$ cat src/rtl/bitonic_pkg.sv
// Shared FSM states, pass count and per-pass lane permutation/direction tables
// for the 4-lane bitonic pass sequencer.
package bitonic_pkg;

  typedef enum logic [1:0] {IDLE, ISSUE, WAIT, DONE} state_t;

  localparam int NUM_PASS = 3;

  // Each row lists, for datapath lanes 3..0, the frame lane that feeds it.
  localparam logic [7:0] PERM_IDENT   = {2'd3, 2'd2, 2'd1, 2'd0};
  localparam logic [7:0] PERM_MIDSWAP = {2'd3, 2'd1, 2'd2, 2'd0};
  localparam logic [7:0] PERM_TAB [NUM_PASS] = '{PERM_IDENT, PERM_MIDSWAP, PERM_IDENT};

  // Passes on which pair 1 runs opposite to the frame direction.
  localparam logic [NUM_PASS-1:0] DIR_HI_INV = 3'b001;

  function automatic logic [1:0] perm_src(input logic [1:0] pass, input logic [1:0] lane);
    logic [7:0] row;
    row = (pass < 2'(NUM_PASS)) ? PERM_TAB[pass] : PERM_IDENT;
    return row[{lane, 1'b0} +: 2];
  endfunction

  function automatic logic dir_hi_inv(input logic [1:0] pass);
    return (pass < 2'(NUM_PASS)) ? DIR_HI_INV[pass] : 1'b0;
  endfunction

endpackage

$ cat src/rtl/bitonic_lane_perm.sv
// Combinational lane shuffle: perm_vec routes frame lanes onto datapath lanes for
// the given pass, unperm_vec applies the inverse mapping. Zero latency.
module bitonic_lane_perm
  import bitonic_pkg::*;
#(
  parameter int W = 16
) (
  input  logic [1:0]     pass,
  input  logic [4*W-1:0] vec,
  output logic [4*W-1:0] perm_vec,
  output logic [4*W-1:0] unperm_vec
);

  always_comb begin
    int src;
    perm_vec   = '0;
    unperm_vec = '0;
    for (int j = 0; j < 4; j++) begin
      src = int'(perm_src(pass, 2'(j)));
      perm_vec[j*W +: W]     = vec[src*W +: W];
      unperm_vec[src*W +: W] = vec[j*W +: W];
    end
  end

endmodule

$ cat src/rtl/bitonic_pass_sched.sv
// Drives one 4-word frame through the shared compare-exchange datapath three times;
// output after 3*(DP_LAT+1) cycles, held in DONE until out_ready, no input accepted meanwhile.
module bitonic_pass_sched
  import bitonic_pkg::*;
#(
  parameter int W      = 16,
  parameter int DP_LAT = 1
) (
  input  logic           clk,
  input  logic           rst,
  input  logic           in_valid,
  output logic           in_ready,
  input  logic [4*W-1:0] in_data,
  input  logic           in_dir,
  output logic           out_valid,
  input  logic           out_ready,
  output logic [4*W-1:0] out_data,
  output logic           busy,
  output logic [1:0]     pass_idx,
  output logic [4*W-1:0] dp_in,
  output logic           dp_dir_lo,
  output logic           dp_dir_hi,
  input  logic [4*W-1:0] dp_out
);

  localparam logic [2:0] WAIT_INIT = (DP_LAT > 0) ? 3'(DP_LAT - 1) : 3'd0;

  state_t         state_q, state_d;
  logic [1:0]     pass_q, pass_d;
  logic [2:0]     wait_q, wait_d;
  logic [4*W-1:0] work_q, work_d;
  logic           dir_q, dir_d;
  logic           capture;
  logic           issuing;

  logic [4*W-1:0] perm_work, unperm_dp;
  logic [4*W-1:0] unused_fwd_unperm, unused_rev_perm;

  bitonic_lane_perm #(.W(W)) u_perm_work (
    .pass       (pass_q),
    .vec        (work_q),
    .perm_vec   (perm_work),
    .unperm_vec (unused_fwd_unperm)
  );

  bitonic_lane_perm #(.W(W)) u_unperm_dp (
    .pass       (pass_q),
    .vec        (dp_out),
    .perm_vec   (unused_rev_perm),
    .unperm_vec (unperm_dp)
  );

  always_ff @(posedge clk or posedge rst) begin
    if (rst) begin
      state_q <= IDLE;
      pass_q  <= 2'd0;
      wait_q  <= 3'd0;
      work_q  <= '0;
      dir_q   <= 1'b0;
    end else begin
      state_q <= state_d;
      pass_q  <= pass_d;
      wait_q  <= wait_d;
      work_q  <= work_d;
      dir_q   <= dir_d;
    end
  end

  always_comb begin
    state_d = state_q;
    pass_d  = pass_q;
    wait_d  = wait_q;
    work_d  = work_q;
    dir_d   = dir_q;
    capture = 1'b0;
    case (state_q)
      IDLE: begin
        if (in_valid) begin
          work_d  = in_data;
          dir_d   = in_dir;
          pass_d  = 2'd0;
          state_d = ISSUE;
        end
      end
      ISSUE: begin
        // A zero-latency datapath answers in the same cycle it is driven.
        if (DP_LAT == 0) begin
          capture = 1'b1;
        end else begin
          wait_d  = WAIT_INIT;
          state_d = WAIT;
        end
      end
      WAIT: begin
        if (wait_q == 3'd0) capture = 1'b1;
        else                wait_d  = wait_q - 3'd1;
      end
      DONE: begin
        if (out_ready) state_d = IDLE;
      end
      default: state_d = IDLE;
    endcase

    if (capture) begin
      work_d = unperm_dp;
      if (pass_q < 2'(NUM_PASS - 1)) begin
        pass_d  = pass_q + 2'd1;
        state_d = ISSUE;
      end else begin
        state_d = DONE;
      end
    end
  end

  always_comb begin
    issuing   = (state_q == ISSUE) || (state_q == WAIT);
    in_ready  = (state_q == IDLE);
    out_valid = (state_q == DONE);
    busy      = (state_q != IDLE);
    pass_idx  = busy ? pass_q : 2'd0;
    out_data  = out_valid ? work_q : '0;
    dp_in     = issuing ? perm_work : '0;
    dp_dir_lo = issuing & dir_q;
    dp_dir_hi = issuing & (dir_q ^ dir_hi_inv(pass_q));
  end

endmodule

$ cat config.mk
export PLATFORM = sky130hd
export DESIGN_NAME = bitonic_pass_sched
export DESIGN_NICKNAME = d
export VERILOG_FILES = /design/src/rtl/bitonic_pkg.sv /design/src/rtl/bitonic_lane_perm.sv /design/src/rtl/bitonic_pass_sched.sv
export SDC_FILE = /design/constraint.sdc
export NUM_CORES = 1
export LEC_CHECK = 0
export ABC_CLOCK_PERIOD_IN_PS = 2600
export BUFFER_PORTS_ARGS = -buffer_cell sky130_fd_sc_hd__buf_4
export CORE_MARGIN = 2
export CORE_UTILIZATION = 42
export DETAILED_ROUTE_END_ITERATION = 7
export GPL_ROUTABILITY_DRIVEN = 1
export GPL_TIMING_DRIVEN = 1
export PLACE_DENSITY = 0.71
export SLEW_MARGIN = 20
export SYNTH_ARGS = -nofsm -noshare
export SYNTH_HDL_FRONTEND = slang
export SYNTH_HIERARCHICAL = 1
export SYNTH_SLANG_ARGS = --single-unit
export TNS_END_PERCENT = 1
$ cat constraint.sdc
create_clock -name clk -period 2.6 [get_ports clk]
set_input_delay 0.52 -clock clk [delete_from_list [all_inputs] [get_ports clk]]
set_output_delay 0.52 -clock clk [all_outputs]
set_load 0.005 [all_outputs]
==> results of run 1 <==
## critical path, stage by stage, from the launching register on
cell and delay, ns:
dfrtp_1 0.48, nor2b_2 0.27, buf_6 0.24, mux2_2 0.36, and2_1 0.17, buf_4 0.14
## state kept, by name, indices dropped and copies added (netlist names)
register / cells
wait_q: 3
pass_q: 2
work_q: 64
dir_q: 1
state_q: 2
## worst max-delay path by stage
| stage | startpoint | to | slack, ns |
|---|---|---|---|
| final | pass_q[0] | dp_in[18] | 0.08 |
| after floorplan | rst | dir_q | 0.26 |
| after detailed placement | state_q[0] | out_data[34] | 0.37 |
| after global routing | pass_q[0] | dp_in[18] | -0.008 |
| after CTS | pass_q[0] | dp_in[18] | 0.007 |
| after global placement | pass_q[0] | dp_in[18] | 0.37 |
## cell type report
cell class / instances / share of cell area
Timing Repair Buffer: 280 / 0.283
Clock inverter: 3 / 0.00854
Sequential cell: 72 / 0.237
Multi-Input combinational cell: 428 / 0.407
Inverter: 7 / 0.00345
Tap cell: 176 / 0.0289
Clock buffer: 13 / 0.0328
## layer usage
layer	global-route usage	routed length, um
met2	0.396	7940
met3	0.0479	1140
met4	0.0878	350
met1	0.262	6260
met5	0	0
## power groups by stage
| stage | sequential, mW | combinational [mW] | clock [mW] |
|---|---|---|---|
| floorplan | 1.99 | 4.06 | 0 |
| global placement | 2.14 | 6.05 | 0 |
| detailed placement | 2.16 | 6.17 | 0 |
| CTS | 2.15 | 6.19 | 1.35 |
| global route | 2.26 | 6.77 | 1.39 |
| finish | 2.17 | 6.15 | 1.31 |
## placed cells by master, fill, tap and decap left out
master and count:
nand2_1 68, nor2_1 2, and2_1 130, or3b_1 1, ha_1 4, nand3_1 1, buf_12 4, ha_4 2
a31oi_1 1, nor2b_2 2, mux2_2 57, or4_1 1, nand2_4 1, clkbuf_16 9, clkinv_2 1, inv_1 6
mux2i_1 66, dfrtp_1 71, clkbuf_8 1, o31ai_1 2, buf_6 1, dfrtp_2 1, bufinv_16 2, o21ai_1 33
a22o_1 1, a21boi_0 1, mux2_1 1, or3_1 1, buf_4 275, mux2_4 7, inv_2 1, nand2b_1 3
clkbuf_1 3, o21ai_0 37, nor2b_1 5, a22oi_2 1
## repair_timing
item                                   4_1_cts  5_1_grt
endpoints found under the hold margin        0        0
setup endpoints to repair                    0       92
resized for setup                            0        4
==> impl_metrics.py, run 1 <==
metrics = {
    "status": {
        "outcome": "complete, no violations",
    },
    "routing": {
        "num_vias": 4758,
        "wl_per_cell_um": 16.0,
        "drt-total-wl_um": 15700,
        "dr.pass1.iters": 4,
        "drt-initial-drc-count": 150,
        "drc": 0,
        "ant_nets": 0,
        "viasPerCell": 4.86,
    },
    "floorplanning": {
        "pin_count": 268,
        "die_h_um": 119,
        "initial_core_util": 0.425,
        "die_w_um": 119,
        "die-area_um2": 14200,
        "rows": 42,
        "coreArea_um2": 13100,
    },
    "clock_tree": {
        "numCtsBuffers": 9,
        "cts_num_sinks": 72,
        "hold_buffers": 0,
        "post_cts_buffers": 0,
        "clock_path_buffers": 2,
        "clk_latency_ns": 0.33,
        "worst_setup_hold_path_clk_slew_ns": 0.06,
        "root_buffer": "clkbuf_16",
        "htreeDepth": 3,
        "tritoncts": "done",
    },
    "logic_synthesis": {
        "synth_nets": 759,
        "syn_inst": 620,
        "synth_area_um2": 5560,
        "synth_area_per_cell_um2": 8.96,
        "yosys_warnings": 6,
    },
    "global_route": {
        "overflow": 0,
        "antenna_found_initial": 0,
        "grt_pass1_vias": 4925,
        "grt_max_degree": 73,
        "grt_first_pass_wirelength_um": 25300,
        "grt_usage": 0.223,
    },
    "timing": {
        "fin_crit_sh": 0.968,
        "setup_viol": 0,
        "clock_skew_ns": 0.00586,
        "fmax_mhz": 397,
        "layout_min_cycle_time_ns": 2.52,
        "tightest_slew_ns": 0.585,
        "rsz0062_at_grt": "yes",
        "holdWs_ns": 0.275,
        "hold_viol": 0,
        "fin_ws_ns": 0.0836,
        "drv_slew": 0,
        "slew_headroom": 0.610,
        "final.setup.tns_ns": 0,
    },
    "power": {
        "p_clk_frac": 0.136,
        "comb_power_share": 0.639,
        "p_switching_mw": 3.75,
        "p_leak_nw": 4.04,
        "switching_share": 0.390,
        "internal_power_mw": 5.88,
        "power_density_nw_per_um2": 1260,
        "total_power_mw": 9.63,
        "ir_drop_uv": 549,
        "power_frac_seq": 0.225,
    },
    "placement": {
        "place_inst": 963,
        "placed_cell_area_um2": 7280,
        "gp_congestion": 0.829,
        "pre_cts_slack_ns": 0.373,
        "dp_hpwl_um": 11600,
        "portBuffers": 267,
    },
    "setup_path": {
        "regToRegSetupSlack_ns": 0.67,
        "crit_type": "flop to output pin",
        "cp-start-kind": "flop",
        "worstPathRequired_ns": 2.08,
        "cp-end-kind": "output pin",
        "critPathMaxFanout": 14,
        "r2r-end": "work_q[41]",
        "crit-reg2reg-launch": "state_q[0]",
        "r2r_cells": 6,
        "worstPathArrival_ns": 2.00,
    },
    "finish": {
        "register_area_um2": 1800,
        "multi_input_area_um2": 3100,
        "fillers": 1133,
        "nNetsFinal": 937,
        "drive_above_1_share": 0.455,
        "area_growth_pct": 37.1,
        "stdcell_count": 979,
        "design_area_um2": 7620,
        "n_antenna_cell": 0,
        "fin_util": 0.583,
    },
    "hold_path": {
        "hp-class": "input pin to asynchronous set/reset pin",
    },
    "job": {
        "drv_cap": 0,
    },
}
Power figures use the tool's default switching activity.
==> run 2: changes to the inputs <==
--- a/config.mk
+++ b/config.mk
@@ -6,13 +6,12 @@
 export NUM_CORES = 1
 export LEC_CHECK = 0
 export ABC_CLOCK_PERIOD_IN_PS = 2600
-export BUFFER_PORTS_ARGS = -buffer_cell sky130_fd_sc_hd__buf_4
 export CORE_MARGIN = 2
 export CORE_UTILIZATION = 42
 export DETAILED_ROUTE_END_ITERATION = 7
+export DONT_BUFFER_PORTS = 1
 export GPL_ROUTABILITY_DRIVEN = 1
 export GPL_TIMING_DRIVEN = 1
-export PLACE_DENSITY = 0.71
 export SLEW_MARGIN = 20
 export SYNTH_ARGS = -nofsm -noshare
 export SYNTH_HDL_FRONTEND = slang
==> run 2 against run 1 <==
Power is 20% lower; sequential power hardly changed; count of clock-buffer cells in the layout stayed put; final cell count is 28% lower; critical path depth is 3 lower; non-clock buffer count is 271 lower; global-route usage is 3.3 points lower; sequential cell count stayed put; via count is 21% lower; die area stayed put; register-to-register slack worse by 0.05 ns.
==> impl_metrics.py, run 2 (synthesized netlist as in run 1, its figures left out) <==
metrics = {
    "status": {
        "outcome": "complete, no violations",
    },
    "timing": {
        "layout_min_cycle_time_ns": 2.47,
        "hold_viol": 0,
        "rsz0062_at_grt": "no",
        "final.setup.tns_ns": 0,
        "drv_slew": 0,
        "fin_crit_sh": 0.948,
        "setup_viol": 0,
        "slew_headroom": 0.309,
        "fin_ws_ns": 0.135,
        "clock_skew_ns": 0.00656,
        "tightest_slew_ns": 1.04,
        "fmax_mhz": 406,
    },
    "clock_tree": {
        "cts_resized": 0,
        "worst_setup_hold_path_clk_slew_ns": 0.05,
        "post_cts_buffers": 0,
        "root_buffer": "clkbuf_16",
        "htreeDepth": 3,
        "numCtsBuffers": 9,
        "hold_buffers": 0,
        "clock_path_buffers": 2,
        "clk_latency_ns": 0.33,
        "tritoncts": "done",
        "cts_num_sinks": 72,
    },
    "setup_path": {
        "worstPathArrival_ns": 1.95,
        "r2r-end": "state_q[1]",
        "startpoint": "state_q[1]",
        "regToRegSetupSlack_ns": 0.62,
        "r2r_cells": 4,
        "critPathMaxFanout": 67,
        "crit_type": "flop to output pin",
        "crit-reg2reg-launch": "state_q[1]",
        "worstPathRequired_ns": 2.08,
        "cp-start-kind": "flop",
        "cp-end-kind": "output pin",
        "crit_path_end": "out_data[37]",
    },
    "global_route": {
        "grt_max_degree": 97,
        "grt_pass1_vias": 3765,
        "grt_use_met2": 0.328,
        "overflow": 0,
        "antenna_found_initial": 0,
        "grt_usage": 0.190,
        "use_met1": 0.227,
        "top_usage_layer": "met2",
        "met3_usage": 0.0489,
        "grt_first_pass_wirelength_um": 20900,
    },
    "floorplanning": {
        "pin_count": 268,
        "rows": 42,
        "coreArea_um2": 13100,
        "die_h_um": 119,
        "die_w_um": 119,
        "initial_core_util": 0.425,
        "die-area_um2": 14200,
    },
    "placement": {
        "dp_hpwl_um": 9580,
        "gp_congestion": 0.791,
        "pre_cts_slack_ns": 0.473,
        "portBuffers": 0,
    },
    "routing": {
        "drt-initial-drc-count": 90,
        "viasPerCell": 5.33,
        "num_vias": 3762,
        "ant_nets": 0,
        "drc": 0,
        "drt-total-wl_um": 13500,
        "wl_per_cell_um": 19.1,
        "dr.pass1.iters": 4,
    },
    "finish": {
        "n_antenna_cell": 0,
        "fin_util": 0.422,
        "regMostFlops": "work_q",
        "top_regs": "work_q x64, wait_q x3",
        "layout_common_cells": "and2_1, dfrtp_1, nand2_1, mux2i_1, mux2_2",
        "nNetsFinal": 666,
        "layout_commonest_cell": "and2_1",
        "fillers": 1299,
        "area_growth_pct": -0.540,
        "largest_reg_flops": 64,
        "drive_above_1_share": 0.172,
    },
    "power": {
        "total_power_mw": 7.65,
        "p_leak_nw": 2.66,
        "ir_drop_uv": 605,
        "power_density_nw_per_um2": 1380,
    },
    "job": {
        "drv_cap": 0,
    },
    "hold_path": {
        "hp-class": "input pin to asynchronous set/reset pin",
    },
}
[run 2: changes by cell type in the layout (fill, tap and decap cells not counted)]
cell / delta
buf_4: -272
ha_4: -2
dfrtp_2: -1
ha_2: +2
dfrtp_1: +1
bufinv_16: -2
buf_6: -1
buf_12: +2
[run 2: through the flow]
step                cell area (um2)  std cells  hold slack (ns)
floorplan                      5560        620            0.451
global placement               5270        692            0.473
finish                         5530        706            0.222
CTS                            5530        706            0.243
global route                   5530        706            0.288
detailed placement             5270        692            0.482
[run 2: routing by layer]
| metal | part of all wire | up-vias | routed length [um] |
|---|---|---|---|
| met4 | 0.017 | 0 | 227 |
| li1 | - | 1790 | - |
| met2 | 0.49 | 172 | 6570 |
| met1 | 0.42 | 1782 | 5650 |
| met5 | 0 | - | 0 |
| met3 | 0.074 | 18 | 997 |
[run 2: worst min-delay path by stage]
stage,startpoint,to,slack (ns),cells after the start
final,rst,work_q[62],0.22,1
after global routing,rst,work_q[62],0.29,1
after CTS,rst,work_q[62],0.24,1
after detailed placement,work_q[10],work_q[10],0.48,2
after global placement,wait_q[0],wait_q[0],0.47,1
after floorplan,wait_q[0],wait_q[0],0.45,1
[run 2: cell type report]
type	count	area (um2)	area share
sequential	72	1800	0.326
tap	176	220	0.0398
clock inverter	1	5.00	0.000905
clock buffer	13	250	0.0453
timing repair buffer	9	143	0.0258
inverter	7	26.3	0.00475
multi-input combinational	428	3080	0.557
[run 2: critical path, stage by stage, from the launching register on]
cell     delay [ns]
dfrtp_1        0.41
ha_2           0.90
and2_1         0.29
[run 2: where the power goes]
group / internal (mW) / switching (mW)
Combinational: 1.96 / 2.42
Sequential: 1.67 / 0.509
Clock: 0.660 / 0.432
